[config.mk]
export PLATFORM = sky130hd
export DESIGN_NAME = mmio_bridge
export DESIGN_NICKNAME = d
export VERILOG_FILES = /design/src/rtl/mmio_bridge.sv
export SDC_FILE = /design/constraint.sdc
export NUM_CORES = 1
export LEC_CHECK = 0
export ABC_CLOCK_PERIOD_IN_PS = 9100
export BUFFER_PORTS_ARGS = -buffer_cell sky130_fd_sc_hd__buf_2
export CORE_MARGIN = 1.5
export CORE_UTILIZATION = 50
export CTS_BUF_LIST = sky130_fd_sc_hd__clkbuf_4 sky130_fd_sc_hd__clkbuf_8
export DETAILED_ROUTE_END_ITERATION = 12
export HOLD_SLACK_MARGIN = 0.05
export PLACE_DENSITY = 0.75
export SLEW_MARGIN = 40
export SYNTH_ARGS = -nofsm -noshare
export SYNTH_HDL_FRONTEND = slang
export SYNTH_SLANG_ARGS = --single-unit
export TNS_END_PERCENT = 30
[constraint.sdc]
create_clock -name clk -period 9.1 [get_ports clk]
set_input_delay 1.82 -clock clk [delete_from_list [all_inputs] [get_ports clk]]
set_output_delay 1.82 -clock clk [all_outputs]
set_load 0.02 [all_outputs]
[src/rtl/mmio_bridge.sv]
// mmio_bridge: splits a 16-word I/O window off the top of the CPU address
// space. Inside the window it provides output registers, synchronised and
// debounced inputs, sticky change flags and a free-running cycle counter.
// All other addresses pass straight through to the RAM.
module mmio_bridge #(
  parameter int                DATA_W   = 16,
  parameter int                ADDR_W   = 10,
  parameter logic [ADDR_W-1:0] IO_BASE  = 10'h3F0,
  parameter int                NUM_OUT  = 4,
  parameter int                NUM_IN   = 2,
  parameter int                DEBOUNCE = 50000
) (
  input  logic                      clk,
  input  logic                      rst,
  input  logic [ADDR_W-1:0]         cpu_addr,
  input  logic [DATA_W-1:0]         cpu_wdata,
  input  logic                      cpu_we,
  output logic [DATA_W-1:0]         cpu_rdata,
  output logic [ADDR_W-1:0]         ram_addr,
  output logic [DATA_W-1:0]         ram_wdata,
  output logic                      ram_we,
  input  logic [DATA_W-1:0]         ram_rdata,
  output logic [NUM_OUT*DATA_W-1:0] out_regs,
  input  logic [NUM_IN*DATA_W-1:0]  in_raw,
  output logic                      irq_change
);

  // Debounce counter only ever needs to reach DEBOUNCE-1.
  localparam int            CW     = (DEBOUNCE > 1) ? $clog2(DEBOUNCE) : 1;
  localparam logic [CW-1:0] C_LAST = CW'(DEBOUNCE - 1);

  logic              io_hit;
  logic [3:0]        off;
  logic              wr;
  logic [DATA_W-1:0] rd_val;

  logic [DATA_W-1:0] out_q  [NUM_OUT];
  logic [DATA_W-1:0] sync_a [NUM_IN];
  logic [DATA_W-1:0] s      [NUM_IN];
  logic [DATA_W-1:0] s_prev [NUM_IN];
  logic [DATA_W-1:0] d      [NUM_IN];
  logic [CW-1:0]     c      [NUM_IN];
  logic [CW-1:0]     run    [NUM_IN];
  logic [NUM_IN-1:0] acc;
  logic [NUM_IN-1:0] clr;
  logic [NUM_IN-1:0] flags;
  logic [DATA_W-1:0] cnt;
  logic [DATA_W-1:0] io_q;
  logic              sel;

  assign io_hit     = (cpu_addr[ADDR_W-1:4] == IO_BASE[ADDR_W-1:4]);
  assign off        = cpu_addr[3:0];
  assign wr         = cpu_we & io_hit;
  assign ram_addr   = cpu_addr;
  assign ram_wdata  = cpu_wdata;
  assign ram_we     = cpu_we & ~io_hit;
  assign irq_change = |flags;
  assign cpu_rdata  = sel ? io_q : ram_rdata;
  assign clr        = (wr && off == 4'hE) ? cpu_wdata[NUM_IN-1:0] : '0;

  for (genvar g = 0; g < NUM_OUT; g++) begin : g_out
    assign out_regs[g*DATA_W +: DATA_W] = out_q[g];
  end

  // Read mux for the I/O window; unmapped offsets read zero.
  always_comb begin
    rd_val = '0;
    for (int i = 0; i < NUM_OUT; i++)
      if (off == 4'(i)) rd_val = out_q[i];
    for (int i = 0; i < NUM_IN; i++)
      if (off == 4'(8 + i)) rd_val = d[i];
    if (off == 4'hE) rd_val = DATA_W'(flags);
    if (off == 4'hF) rd_val = cnt;
  end

  // Stable-run length per input: the cycle in which s changes counts as the
  // first stable cycle, so acceptance lands DEBOUNCE edges after the change.
  always_comb begin
    for (int i = 0; i < NUM_IN; i++) begin
      run[i] = (s[i] != s_prev[i]) ? '0 : c[i];
      acc[i] = (s[i] != d[i]) && (run[i] == C_LAST);
    end
  end

  // Input synchronisers, debounce counters and accepted values.
  always_ff @(posedge clk or posedge rst) begin
    if (rst) begin
      for (int i = 0; i < NUM_IN; i++) begin
        sync_a[i] <= '0;
        s[i]      <= '0;
        s_prev[i] <= '0;
        d[i]      <= '0;
        c[i]      <= '0;
      end
    end else begin
      for (int i = 0; i < NUM_IN; i++) begin
        sync_a[i] <= in_raw[i*DATA_W +: DATA_W];
        s[i]      <= sync_a[i];
        s_prev[i] <= s[i];
        if (s[i] == d[i]) begin
          c[i] <= '0;
        end else if (acc[i]) begin
          d[i] <= s[i];
          c[i] <= '0;
        end else begin
          c[i] <= run[i] + 1'b1;
        end
      end
    end
  end

  // Sticky change flags: a new acceptance beats a same-cycle clear.
  always_ff @(posedge clk or posedge rst) begin
    if (rst) flags <= '0;
    else     flags <= (flags & ~clr) | acc;
  end

  // Free-running cycle counter; a store overrides the increment.
  always_ff @(posedge clk or posedge rst) begin
    if (rst)                     cnt <= '0;
    else if (wr && off == 4'hF)  cnt <= cpu_wdata;
    else                         cnt <= cnt + 1'b1;
  end

  // Writable output registers.
  always_ff @(posedge clk or posedge rst) begin
    if (rst) begin
      for (int i = 0; i < NUM_OUT; i++) out_q[i] <= '0;
    end else begin
      for (int i = 0; i < NUM_OUT; i++)
        if (wr && off == 4'(i)) out_q[i] <= cpu_wdata;
    end
  end

  // Read-select stage: captures the pre-write value so read-during-write
  // returns the old contents.
  always_ff @(posedge clk or posedge rst) begin
    if (rst) begin
      sel  <= 1'b0;
      io_q <= '0;
    end else begin
      sel <= io_hit;
      if (io_hit) io_q <= rd_val;
    end
  end

endmodule

==> metrics.md, run 1 <==
| Metric | Value |
|---|---|
| Clock skew | `between 0.03 and 0.04 ns` |
| Register area | `between 6000 and 7000 um^2` |
| Relative slew slack | `0.4416` |
| Post-synth ARST share | `1.000` |
| Clock period minus worst slack | `4.598 ns` |
| Sequential fraction of the synthesis area | `0.5810` |
| Post-CTS setup buffers | `0` |
| Resized Gates After CTS | `0` |
| Fin util | `0.6031` |
| Final setup viols | `0` |
| Antenna Diode Count | `0` |
| Initial antenna violation count | `0` |
| Synth Net Count | `976` |
| Total CTS buffers | `43` |
| Horiz. Die Dim | `around 150 um` |
| Worst path arrival time | `2.78 ns` |
| Mean area per synthesized cell | `approximately 12 um^2` |
| Fin. Hold Viols | `0` |
| Fmax | `~220 MHz` |
| Initial Utilization | `0.5111` |
| CTS Root Cell | `clkbuf_8` |
| Detail Route Antenna Nets | `0` |
| Placed insts | `between 1000 and 1500` |
| Synth cell count leaders | `259 x dfrtp_1, 106 x mux2_2, 82 x xor2_1` |
| Area growth syn-to-layout | `17.99%` |
| Library cells used by synthesis | `52` |
| Core area | `between 20000 and 25000 um^2` |
| Crit Path Class | `primary input to output pin` |
| CTS Hold Bufs | `0` |
| Via density | `around 5.6` |
| Syn Inst Count | `between 800 and 900` |
| Number of global-route vias before repair | `around 7600` |
| Drc violations | `0` |
| Pwr/cell area | `approximately 200 nW/um^2` |
| RSZ-0062 raised after global routing | `false` |
| Tot Pwr | `between 0.002 and 0.003 W` |
| Number of DRC markers in iteration 0 | `about 630` |
| CP startpoint kind | `primary input` |
| Fill cell count | `roughly 1700` |
| Max-cap viol count | `0` |
| Io pins | `around 190` |
| Final instance area | `about 13000 um^2` |
| Via count | `7764` |
| Comb pwr share | `0.069` |
| Top_reg_cell synth | `dfrtp_1` |
| Peak supply drop | `about 0.19 mV` |
| Final WL | `~26000 um` |
| Area contributors post-synth | `dfrtp_1 58%, mux2_2 11%, xor2_1 6.4%` |
| Hold Crit Class | `flip-flop to flip-flop` |
| EDFF count, synth | `0` |
| P_int | `0.001960 W` |
| First-pass GRT wire length | `about 41000 um` |
| Clk_lat worst skew | `0.57 ns` |
| Leading area contributor after synthesis | `dfrtp_1` |
| Nets | `approximately 1100` |
| Gp weighted congestion | `roughly 0.86` |
| H-tree depth | `2` |
| Floorplan row count | `54` |
| Most instantiated library cell after synthesis | `dfrtp_1` |
| DRT Pass-1 Iters | `6` |
| Synth top area share | `0.5810` |
| Leakage | `between 6 and 7 nW` |
| CP max FO | `just over 40` |
| CTS tree | `done` |
| Share of layout cells above drive strength 1 | `0.3676` |
| Final Instance Count excl. Fillers | `around 1400` |
| DP Area | `12170 um^2` |
| Fin. max-slew vios | `0` |
| Area of the multi-input gates | `about 4300 um^2` |
| Die Span Y | `between 150 and 200 um` |
| Period utilisation layout | `0.5053` |
| Largest net degree at the start of global routing | `between 100 and 150` |
| Port bufs | `approximately 180` |
| CTS Sinks | `259` |
| HPWL after DPL | `18470 um` |
| Seq cells post-synth | `roughly 260` |
| Net Sw Power | `0.0006142 W` |
| Global Route Usage Sum | `0.2263` |
| Syn Std Cell Area | `roughly 11000 um^2` |
| CTS clk-pin slew, worst paths | `approximately 0.060 ns` |
| Sequential power share | `0.492` |
| Setup TNS | `0 ns` |
| Sw frac | `0.2386` |
| Status | `finished, final reports clean` |
| Total die area | `~23000 um^2` |
| Ys Warns | `0` |
| WP data required | `7.28 ns` |
| Least-Margin Pin Slew | `between 0.8 and 0.9 ns` |
| Deepest clock path buffer count | `3` |
| Routed WL per cell | `around 19 um` |
| Clock power frac | `0.439` |
| GRT overflow | `0` |
| CP Capture Type | `output pin` |
[flip-flops by register name, indices dropped and copies added, names as in the netlist]
register	cells
flags	2
c	32
out_regs	64
cnt	16
sel	1
d	32
io_q	16
sync_a	32
s_prev	32
s	32
[cell families (layout without fill, tap and decap cells)]
group	after synthesis	after routing	synth area share
XOR/XNOR	94	94	0.07381
adder cells (fa/ha/maj)	3	3	0.003365
multiplexers	121	121	0.1241
buffers and inverters	78	281	0.03769
flip-flops	259	259	0.5810
AO/OA/AOI/OAI	133	133	0.07953
AND/OR/NAND/NOR	208	208	0.1005
[worst max-delay path: stages]
cell     delay (ns)
buf_2          0.09
nand4_1        0.11
nor2_2         0.09
buf_4          0.38
nor2b_1        0.09
buf_2          0.17
[power by group through the flow]
stage,clock network (W),registers (W),logic [W]
finish,0.00113,0.00127,0.000177
global route,0.00121,0.00127,0.000195
floorplan,0,0.00127,0.000117
detailed placement,0,0.00129,0.000176
global placement,0,0.00129,0.000170
CTS,0.00115,0.00127,0.000178
[routing by layer]
| layer | vias up | global-route usage | routed length (um) |
|---|---|---|---|
| met5 | - | 0 | 0 |
| met4 | 0 | 0.08229 | 828 |
| met3 | 64 | 0.05347 | 1916 |
| met2 | 334 | 0.3536 | 12100 |
| met1 | 3830 | 0.3098 | 11450 |
| li1 | 3536 | - | - |
[final timing paths]
check / start / endpoint / slack [ns] / depth (start not counted)
setup / recovery: cpu_addr[8] / ram_we / 4.50 / 6
hold / removal: sync_a[15] / s[15] / 0.34 / 0
setup reg to reg: s[12] / d[8] / 4.95 / 8
hold reg to reg: sync_a[15] / s[15] / 0.34 / 0
max in group asynchronous: rst / out_regs[0] / 6.44 / 4
min in group asynchronous: rst / out_regs[30] / 1.35 / 2
[cells in the final DEF, fill, tap and decap left out, types with 4 or more instances in the layout]
cell,instances
mux2_4,8
mux2i_1,7
nor4_1,16
buf_2,184
nand2_1,47
and4_1,6
or3_1,6
nor3_1,4
o211ai_1,14
nand4_1,16
o31ai_1,7
mux2_2,106
clkbuf_8,59
o21a_1,14
a31oi_1,15
or4_1,7
inv_1,10
a21oi_1,29
a222oi_1,13
o22ai_1,4
xor2_1,82
nor2_1,50
xnor2_1,12
and3_1,8
a22oi_1,12
clkbuf_4,11
dfrtp_1,259
buf_4,7
nand3_1,16
o21ai_0,21
[through the flow]
stage          hold WS [ns]  setup slack, ns
3_3_place_gp         0.3334            4.279
5_1_grt              0.3505            4.408
2_1_floorplan        0.3312           0.1532
6_report             0.3411            4.502
3_5_place_dp         0.3347            4.046
4_1_cts              0.3427            4.513
[final cells by class]
cell class	count	area share
Sequential cell	259	0.4924
Multi-Input combinational cell	559	0.3247
Timing Repair Buffer	193	0.07757
Clock buffer	70	0.06797
Tap cell	280	0.02662
Clock inverter	7	0.006940
Inverter	11	0.003708
(Power assumes the default switching activity.)
==> inputs of run 2 (changes only) <==
--- a/config.mk
+++ b/config.mk
@@ -5,7 +5,8 @@
 export SDC_FILE = /design/constraint.sdc
 export NUM_CORES = 1
 export LEC_CHECK = 0
-export ABC_CLOCK_PERIOD_IN_PS = 9100
+export ABC_AREA = 1
+export ABC_CLOCK_PERIOD_IN_PS = 3900
 export BUFFER_PORTS_ARGS = -buffer_cell sky130_fd_sc_hd__buf_2
 export CORE_MARGIN = 1.5
 export CORE_UTILIZATION = 50
==> constraint.sdc (replaced) <==
create_clock -name clk -period 3.9 [get_ports clk]
set_input_delay 0.78 -clock clk [delete_from_list [all_inputs] [get_ports clk]]
set_output_delay 0.78 -clock clk [all_outputs]
set_load 0.02 [all_outputs]
==> run 2 against run 1 <==
Against the previous run:
- first-iteration DRC count decreased by 9.7%
- non-clock buffer count is 8 higher
- worst setup slack got worse by 3.8 ns
- critical path depth up 8
- largest power group unchanged
==> metrics.md, run 2 <==
| Metric | Value |
|---|---|
| Total CTS buffers | `43 (unchanged)` |
| Io pins | `185 (unchanged)` |
| GRT overflow | `0 (unchanged)` |
| CTS clk-pin slew, worst paths | `0.06 ns (about the same)` |
| Most instantiated library cell after synthesis | `nand2_1 (was dfrtp_1)` |
| Relative slew slack | `0.4944 (was 0.4416)` |
| Final instance area | `13650 um^2 (was 13160 um^2)` |
| Number of DRC markers in iteration 0 | `568 (was 629)` |
| Clk_lat worst skew | `0.55 ns (was 0.57 ns)` |
| Fin. Hold Viols | `0 (unchanged)` |
| EDFF count, synth | `0 (unchanged)` |
| Synth Net Count | `1378 (was 976)` |
| Syn Inst Count | `1298 (was 896)` |
| Area contributors post-synth | `dfrtp_1 55%, nand2_1 8.5%, inv_1 6.0% (was dfrtp_1 58%, mux2_2 11%, xor2_1 6.4%)` |
| Pwr/cell area | `426.0 nW/um^2 (was 195.6 nW/um^2)` |
| Final setup viols | `0 (unchanged)` |
| Fmax | `313.6 MHz` |
| Least-Margin Pin Slew | `0.7568 ns (was 0.8377 ns)` |
| Fill cell count | `1934 (was 1749)` |
| H-tree depth | `2 (unchanged)` |
| Port bufs | `184 (unchanged)` |
| DRT Pass-1 Iters | `5 (was 6)` |
| Final WL | `28190 um (was 26300 um)` |
| Share of layout cells above drive strength 1 | `0.2329 (was 0.3676)` |
| First-pass GRT wire length | `45750 um (was 41300 um)` |
| Ys Warns | `0 (unchanged)` |
| HPWL after DPL | `21070 um (was 18470 um)` |
| WP data required | `4.31 ns (was 7.28 ns)` |
| Post-synth ARST share | `1.000 (unchanged)` |
| CP Capture Type | `flip-flop (was output pin)` |
| Register area | `6482 um^2 (was 6481 um^2)` |
| Placed insts | `1749 (was 1302)` |
| Period utilisation layout | `0.8177` |
| Via count | `9252 (was 7764)` |
| Clock skew | `0.03168 ns (was 0.03002 ns)` |
| Worst reg2reg path depth | `14 (was 8)` |
| Drc violations | `0 (unchanged)` |
| Hold Crit Class | `primary input to async pin (was flip-flop to flip-flop)` |
| R2R setup slack | `0.71 ns (was 4.95 ns)` |
| Library cells used by synthesis | `43 (was 52)` |
| Largest register FFs | `64 (unchanged)` |
| Detail Route Antenna Nets | `0 (unchanged)` |
| Seq cells post-synth | `259 (unchanged)` |
| Resized Gates After CTS | `0 (unchanged)` |
| Mean area per synthesized cell | `9.000 um^2 (was 12.45 um^2)` |
| CP startpoint kind | `flip-flop (was primary input)` |
| Synth top area share | `0.5548 (was 0.5810)` |
| Sequential fraction of the synthesis area | `0.5548 (was 0.5810)` |
| Core area | `22780 um^2 (was 21820 um^2)` |
| Via density | `5.095 (was 5.630)` |
| Horiz. Die Dim | `155.9 um (was 152.4 um)` |
| Area growth syn-to-layout | `16.85% (was 17.99%)` |
| Max-cap viol count | `0 (unchanged)` |
| Die Span Y | `155.9 um (was 152.4 um)` |
| Synth cell count leaders | `265 x nand2_1, 259 x dfrtp_1, 187 x inv_1 (was 259 x dfrtp_1, 106 x mux2_2, 82 x xor2_1)` |
| Deepest clock path buffer count | `3 (unchanged)` |
| Peak supply drop | `0.3184 mV (was 0.1877 mV)` |
| Leakage | `6.784 nW (was 6.293 nW)` |
| Area of the multi-input gates | `4060 um^2 (was 4274 um^2)` |
| Floorplan row count | `55 (was 54)` |
| Antenna Diode Count | `0 (unchanged)` |
| Post-CTS setup buffers | `0 (unchanged)` |
| Leading area contributor after synthesis | `dfrtp_1 (unchanged)` |
| Worst r2r src | `s[5] (was s[12])` |
| Crit Path Class | `flip-flop to flip-flop (was primary input to output pin)` |
| Most frequent cells in the layout | `265 x nand2_1, 258 x dfrtp_1, 186 x inv_1 (was 259 x dfrtp_1, 184 x buf_2, 106 x mux2_2)` |
| CTS Root Cell | `clkbuf_8 (unchanged)` |
| Worst reg2reg endpoint | `c[10] (was d[8])` |
| Initial Utilization | `0.5129 (was 0.5111)` |
| Clock period minus worst slack | `3.189 ns` |
| Fin. max-slew vios | `0 (unchanged)` |
| Top_reg_cell synth | `dfrtp_1 (unchanged)` |
| CTS Hold Bufs | `0 (unchanged)` |
| Syn Std Cell Area | `11680 um^2 (was 11150 um^2)` |
| Worst path arrival time | `3.60 ns (was 2.78 ns)` |
| Routed WL per cell | `15.52 um (was 19.07 um)` |
| Final Instance Count excl. Fillers | `1816 (was 1379)` |
| CP max FO | `34 (was 41)` |
| Nets | `1561 (was 1147)` |
| Global Route Usage Sum | `0.2383 (was 0.2263)` |
| Setup TNS | `0 ns (unchanged)` |
| Number of global-route vias before repair | `9008 (was 7616)` |
| Gp weighted congestion | `0.8575 (was 0.8612)` |
| Largest net degree at the start of global routing | `63 (was 109)` |
| CTS tree | `done (unchanged)` |
| Initial antenna violation count | `1 (was 0)` |
| CTS Sinks | `259 (unchanged)` |
| Status | `finished, final reports clean (unchanged)` |
| DP Area | `12820 um^2 (was 12170 um^2)` |
| Total die area | `24290 um^2 (was 23210 um^2)` |
| RSZ-0062 raised after global routing | `false (unchanged)` |
| Commonest non-fill, non-tap cell in the layout | `nand2_1 (was dfrtp_1)` |
==> run 2: changes by cell type in the layout (fill, tap and decap cells not counted), moves of 13 or more <==
cell / delta
nand2_1: +218
inv_1: +176
mux2_2: -91
nor2_1: +67
o21ai_0: +58
xor2_1: -52
o21ai_1: +23
inv_2: +16
nor4_1: -16
a31oi_1: -15
a211oi_1: +14
o21a_1: -14
a222oi_1: -13
==> run 2: power breakdown <==
group,internal [W],switching [W],leakage (nW)
logic,0.000196,0.000345,3.32
registers,0.00284,0.000110,3.04
clock network,0.00131,0.00101,0.430
total,0.00434,0.00147,6.78
==> run 2: how the worst max path moves through the flow <==
stage	to	slack [ns]	depth (start not counted)	from
4_1_cts	c[14]	0.71	14	s[5]
2_1_floorplan	c[0]	-0.29	1	rst
3_5_place_dp	c[15]	0.74	14	s[5]
6_report	c[10]	0.71	14	s[5]
3_3_place_gp	c[10]	0.86	14	s[14]
5_1_grt	c[7]	0.42	16	s[0]
==> run 2: kinds of logic after synthesis <==
logic type | count (synthesis) | share of synthesized area
multiplexers | 15 | 0.01446
AND/OR/NAND/NOR | 491 | 0.1847
flip-flops | 259 | 0.5548
buffers and inverters | 266 | 0.09810
AO/OA/AOI/OAI | 217 | 0.1095
adder cells (fa/ha/maj) | 3 | 0.003213
XOR/XNOR | 47 | 0.03524
==> run 2: cell type report <==
| class | instances | share of cell area |
|---|---|---|
| clock buffer | 61 | 0.05600 |
| clock inverter | 6 | 0.004583 |
| inverter | 203 | 0.05610 |
| multi-input combinational | 773 | 0.2974 |
| sequential | 259 | 0.4749 |
| tap | 313 | 0.02869 |
| timing repair buffer | 201 | 0.08231 |
==> run 2: layer usage <==
metal,track usage,vias up,part of all wire
met3,0.04139,47,0.070
met5,0,-,0
met2,0.3905,358,0.47
met1,0.3257,4381,0.44
li1,-,4466,-
met4,0.07166,0,0.020
==> run 2: worst max-delay path: stages (launching register included) <==
cell	delay [ns]
dfrtp_1	0.43
xor2_1	0.19
nor2_1	0.10
nand2_1	0.08
nor2_2	0.19
nand2_2	0.26
nor2_1	0.21
ha_1	0.21
inv_1	0.08
nor3_4	0.30
nand3_4	0.40
nand2_2	0.39
inv_2	0.10
nand2_1	0.08
a21oi_1	0.04
==> run 2: metrics by stage <==
| stage | utilization | hold slack, ns | power [W] | worst slack, ns |
|---|---|---|---|---|
| 2_1_floorplan | - | 0.3312 | 0.003314 | -0.2936 |
| 3_3_place_gp | 0.5618 | 0.3332 | 0.003509 | 0.8617 |
| 3_5_place_dp | 0.5628 | 0.3347 | 0.003532 | 0.7396 |
| 4_1_cts | 0.5991 | 0.2310 | 0.005870 | 0.7147 |
| 5_1_grt | 0.5993 | 0.2449 | 0.006072 | 0.4186 |
| 6_report | 0.5993 | 0.2491 | 0.005815 | 0.7110 |
==> inputs of run 3 (changes only) <==
--- a/config.mk
+++ b/config.mk
@@ -6,14 +6,14 @@
 export NUM_CORES = 1
 export LEC_CHECK = 0
 export ABC_AREA = 1
-export ABC_CLOCK_PERIOD_IN_PS = 3900
+export ABC_CLOCK_PERIOD_IN_PS = 3000
 export BUFFER_PORTS_ARGS = -buffer_cell sky130_fd_sc_hd__buf_2
 export CORE_MARGIN = 1.5
 export CORE_UTILIZATION = 50
 export CTS_BUF_LIST = sky130_fd_sc_hd__clkbuf_4 sky130_fd_sc_hd__clkbuf_8
 export DETAILED_ROUTE_END_ITERATION = 12
 export HOLD_SLACK_MARGIN = 0.05
-export PLACE_DENSITY = 0.75
+export PLACE_DENSITY = 0.72
 export SLEW_MARGIN = 40
 export SYNTH_ARGS = -nofsm -noshare
 export SYNTH_HDL_FRONTEND = slang
==> constraint.sdc (replaced) <==
create_clock -name clk -period 3 [get_ports clk]
set_input_delay 0.6 -clock clk [delete_from_list [all_inputs] [get_ports clk]]
set_output_delay 0.6 -clock clk [all_outputs]
set_load 0.02 [all_outputs]
==> run 3 against run 2 <==
Against the previous run:
- flip-flop and latch count unchanged
- fmax up 18%
- worst setup slack worse by 0.41 ns
- power up 29%
- global-route usage down 1.4 points
- sequential share of layout area up 0.052 points
- non-clock buffer count up 6
- first-iteration DRC count unchanged
- clock power up 29%
- largest cell class unchanged
==> metrics.md, run 3 (synthesized netlist as in run 2, its figures left out) <==
| Metric | Value |
|---|---|
| Detail Route Antenna Nets | `0 (unchanged)` |
| CTS tree | `done (unchanged)` |
| Relative slew slack | `0.5634 (was 0.4944)` |
| Fin util | `0.5985 (was 0.5993)` |
| Total CTS buffers | `42 (was 43)` |
| Area growth syn-to-layout | `16.70% (was 16.85%)` |
| Initial Utilization | `0.5129 (unchanged)` |
| Tot Pwr | `0.007506 W (was 0.005815 W)` |
| Routed wl met2 | `12540 um (was 13340 um)` |
| DRT met1 WL | `12040 um (was 12320 um)` |
| Worst reg2reg path depth | `13 (was 14)` |
| Final hold slack | `0.1746 ns (was 0.2491 ns)` |
| Via density | `4.991 (was 5.095)` |
| Initial antenna violation count | `0 (was 1)` |
| Total die area | `24290 um^2 (unchanged)` |
| Routed WL per cell | `14.73 um (was 15.52 um)` |
| Fin. Hold Viols | `0 (unchanged)` |
| Core area | `22780 um^2 (unchanged)` |
| CP max FO | `12 (was 34)` |
| Period utilisation layout | `0.9012 (was 0.8177)` |
| Final Instance Count excl. Fillers | `1822 (was 1816)` |
| CTS Root Cell | `clkbuf_8 (unchanged)` |
| H-tree depth | `2 (unchanged)` |
| Fill cell count | `1981 (was 1934)` |
| WP data required | `3.45 ns (was 4.31 ns)` |
| Hold depth | `1` |
| Nets | `1566 (was 1561)` |
| Placed insts | `1755 (was 1749)` |
| Peak supply drop | `0.4725 mV (was 0.3184 mV)` |
| Drc violations | `0 (unchanged)` |
| Clock period minus worst slack | `2.703 ns (was 3.189 ns)` |
| Horiz. Die Dim | `155.9 um (unchanged)` |
| First-pass GRT wire length | `43270 um (was 45750 um)` |
| GRT overflow | `0 (unchanged)` |
| Resized Gates After CTS | `0 (unchanged)` |
| Io pins | `185 (unchanged)` |
| CTS Sinks | `259 (unchanged)` |
| Number of global-route vias before repair | `8675 (was 9008)` |
| HPWL after DPL | `19870 um (was 21070 um)` |
| Share of layout cells above drive strength 1 | `0.2353 (was 0.2329)` |
| CP Capture Type | `flip-flop (unchanged)` |
| Fmax | `369.9 MHz (was 313.6 MHz)` |
| Final setup viols | `0 (unchanged)` |
| Global Route Usage Sum | `0.2244 (was 0.2383)` |
| Number of DRC markers in iteration 0 | `568 (unchanged)` |
| Gp weighted congestion | `0.8483 (was 0.8575)` |
| Crit Path Class | `flip-flop to flip-flop (unchanged)` |
| Via count | `9093 (was 9252)` |
| DRT Pass-1 Iters | `6 (was 5)` |
| Status | `finished, final reports clean (unchanged)` |
| Port bufs | `184 (unchanged)` |
| Final WL | `26840 um (was 28190 um)` |
| Fin. max-slew vios | `0 (unchanged)` |
| Max-cap viol count | `0 (unchanged)` |
| Clock skew | `0.03041 ns (was 0.03168 ns)` |
| Setup TNS | `0 ns (unchanged)` |
| Largest net degree at the start of global routing | `117 (was 63)` |
| Leakage | `6.795 nW (was 6.784 nW)` |
| Pwr/cell area | `550.5 nW/um^2 (was 426.0 nW/um^2)` |
| Floorplan row count | `55 (unchanged)` |
| CTS clk-pin slew, worst paths | `0.06 ns (about the same)` |
| CP startpoint kind | `flip-flop (unchanged)` |
| Post-CTS setup buffers | `0 (unchanged)` |
| Hold Crit Class | `primary input to flip-flop (was primary input to async pin)` |
| CTS Hold Bufs | `0 (unchanged)` |
| Deepest clock path buffer count | `3 (unchanged)` |
| Commonest non-fill, non-tap cell in the layout | `nand2_1 (unchanged)` |
| Most frequent cells in the layout | `265 x nand2_1, 259 x dfrtp_1, 186 x inv_1 (was 265 x nand2_1, 258 x dfrtp_1, 186 x inv_1)` |
| Top Metal Used | `met4 (unchanged)` |
| Worst path arrival time | `3.15 ns (was 3.60 ns)` |
| Antenna Diode Count | `0 (unchanged)` |
| Clk_lat worst skew | `0.55 ns (about the same)` |
| Largest register FFs | `64 (unchanged)` |
| Die Span Y | `155.9 um (unchanged)` |
| WL met3 | `1639 um (was 1965 um)` |
| Least-Margin Pin Slew | `0.6535 ns (was 0.7568 ns)` |
[run 3: cell types whose count changed in the layout (fill, tap and decap cells not counted)]
cell,delta
inv_6,+1
clkbuf_4,+2
dfrtp_1,+1
clkinvlp_4,-1
buf_12,-4
buf_4,+10
dfrtp_2,-1
clkbuf_8,-2
[run 3: per-layer routing]
metal / vias up / track usage
li1: 4483 / -
met1: 4288 / 0.3081
met2: 277 / 0.3615
met3: 45 / 0.04250
met4: 0 / 0.07166
met5: - / 0
[run 3: cell type report]
class	instances	area [um^2]	share of cell area
multi-input combinational	773	4060	0.2978
clock inverter	6	63.81	0.004681
tap	313	391.6	0.02873
timing repair buffer	207	1119	0.08205
inverter	203	765.7	0.05617
sequential	259	6481	0.4754
clock buffer	61	752.0	0.05516
[run 3: critical path: stages, from the launching register on]
cell,delay [ns]
dfrtp_1,0.42
xor2_1,0.17
nor2_1,0.11
nand2_1,0.08
nor2_2,0.18
nand2_2,0.19
nor2_1,0.23
ha_1,0.21
nand4_1,0.14
nor2_2,0.22
nand4_1,0.20
nor2_4,0.21
nand3_1,0.10
a21oi_1,0.18
[run 3: stage by stage]
step	worst slack, ns	area [um^2]
floorplan	-1.014	11690
global placement	0.4026	12810
detailed placement	0.2855	12810
CTS	0.2787	13630
global route	-0.01282	13630
finish	0.2965	13630
[run 3: final timing paths]
| path | to | from | slack, ns |
|---|---|---|---|
| worst max-delay path | c[28] | s[16] | 0.30 |
| worst min-delay path | sync_a[26] | in_raw[10] | 0.17 |
| worst max register to register | c[28] | s[16] | 0.30 |
| worst min register to register | s[13] | sync_a[13] | 0.35 |
| max in group asynchronous | out_regs[27] | rst | 2.22 |
| min in group asynchronous | sync_a[15] | rst | 0.25 |
[run 3: report_power, final]
part	total [W]	internal, W	switching [W]
Sequential	0.00382	0.00369	0.000134
Clock	0.00300	0.00168	0.00131
Combinational	0.000690	0.000248	0.000442
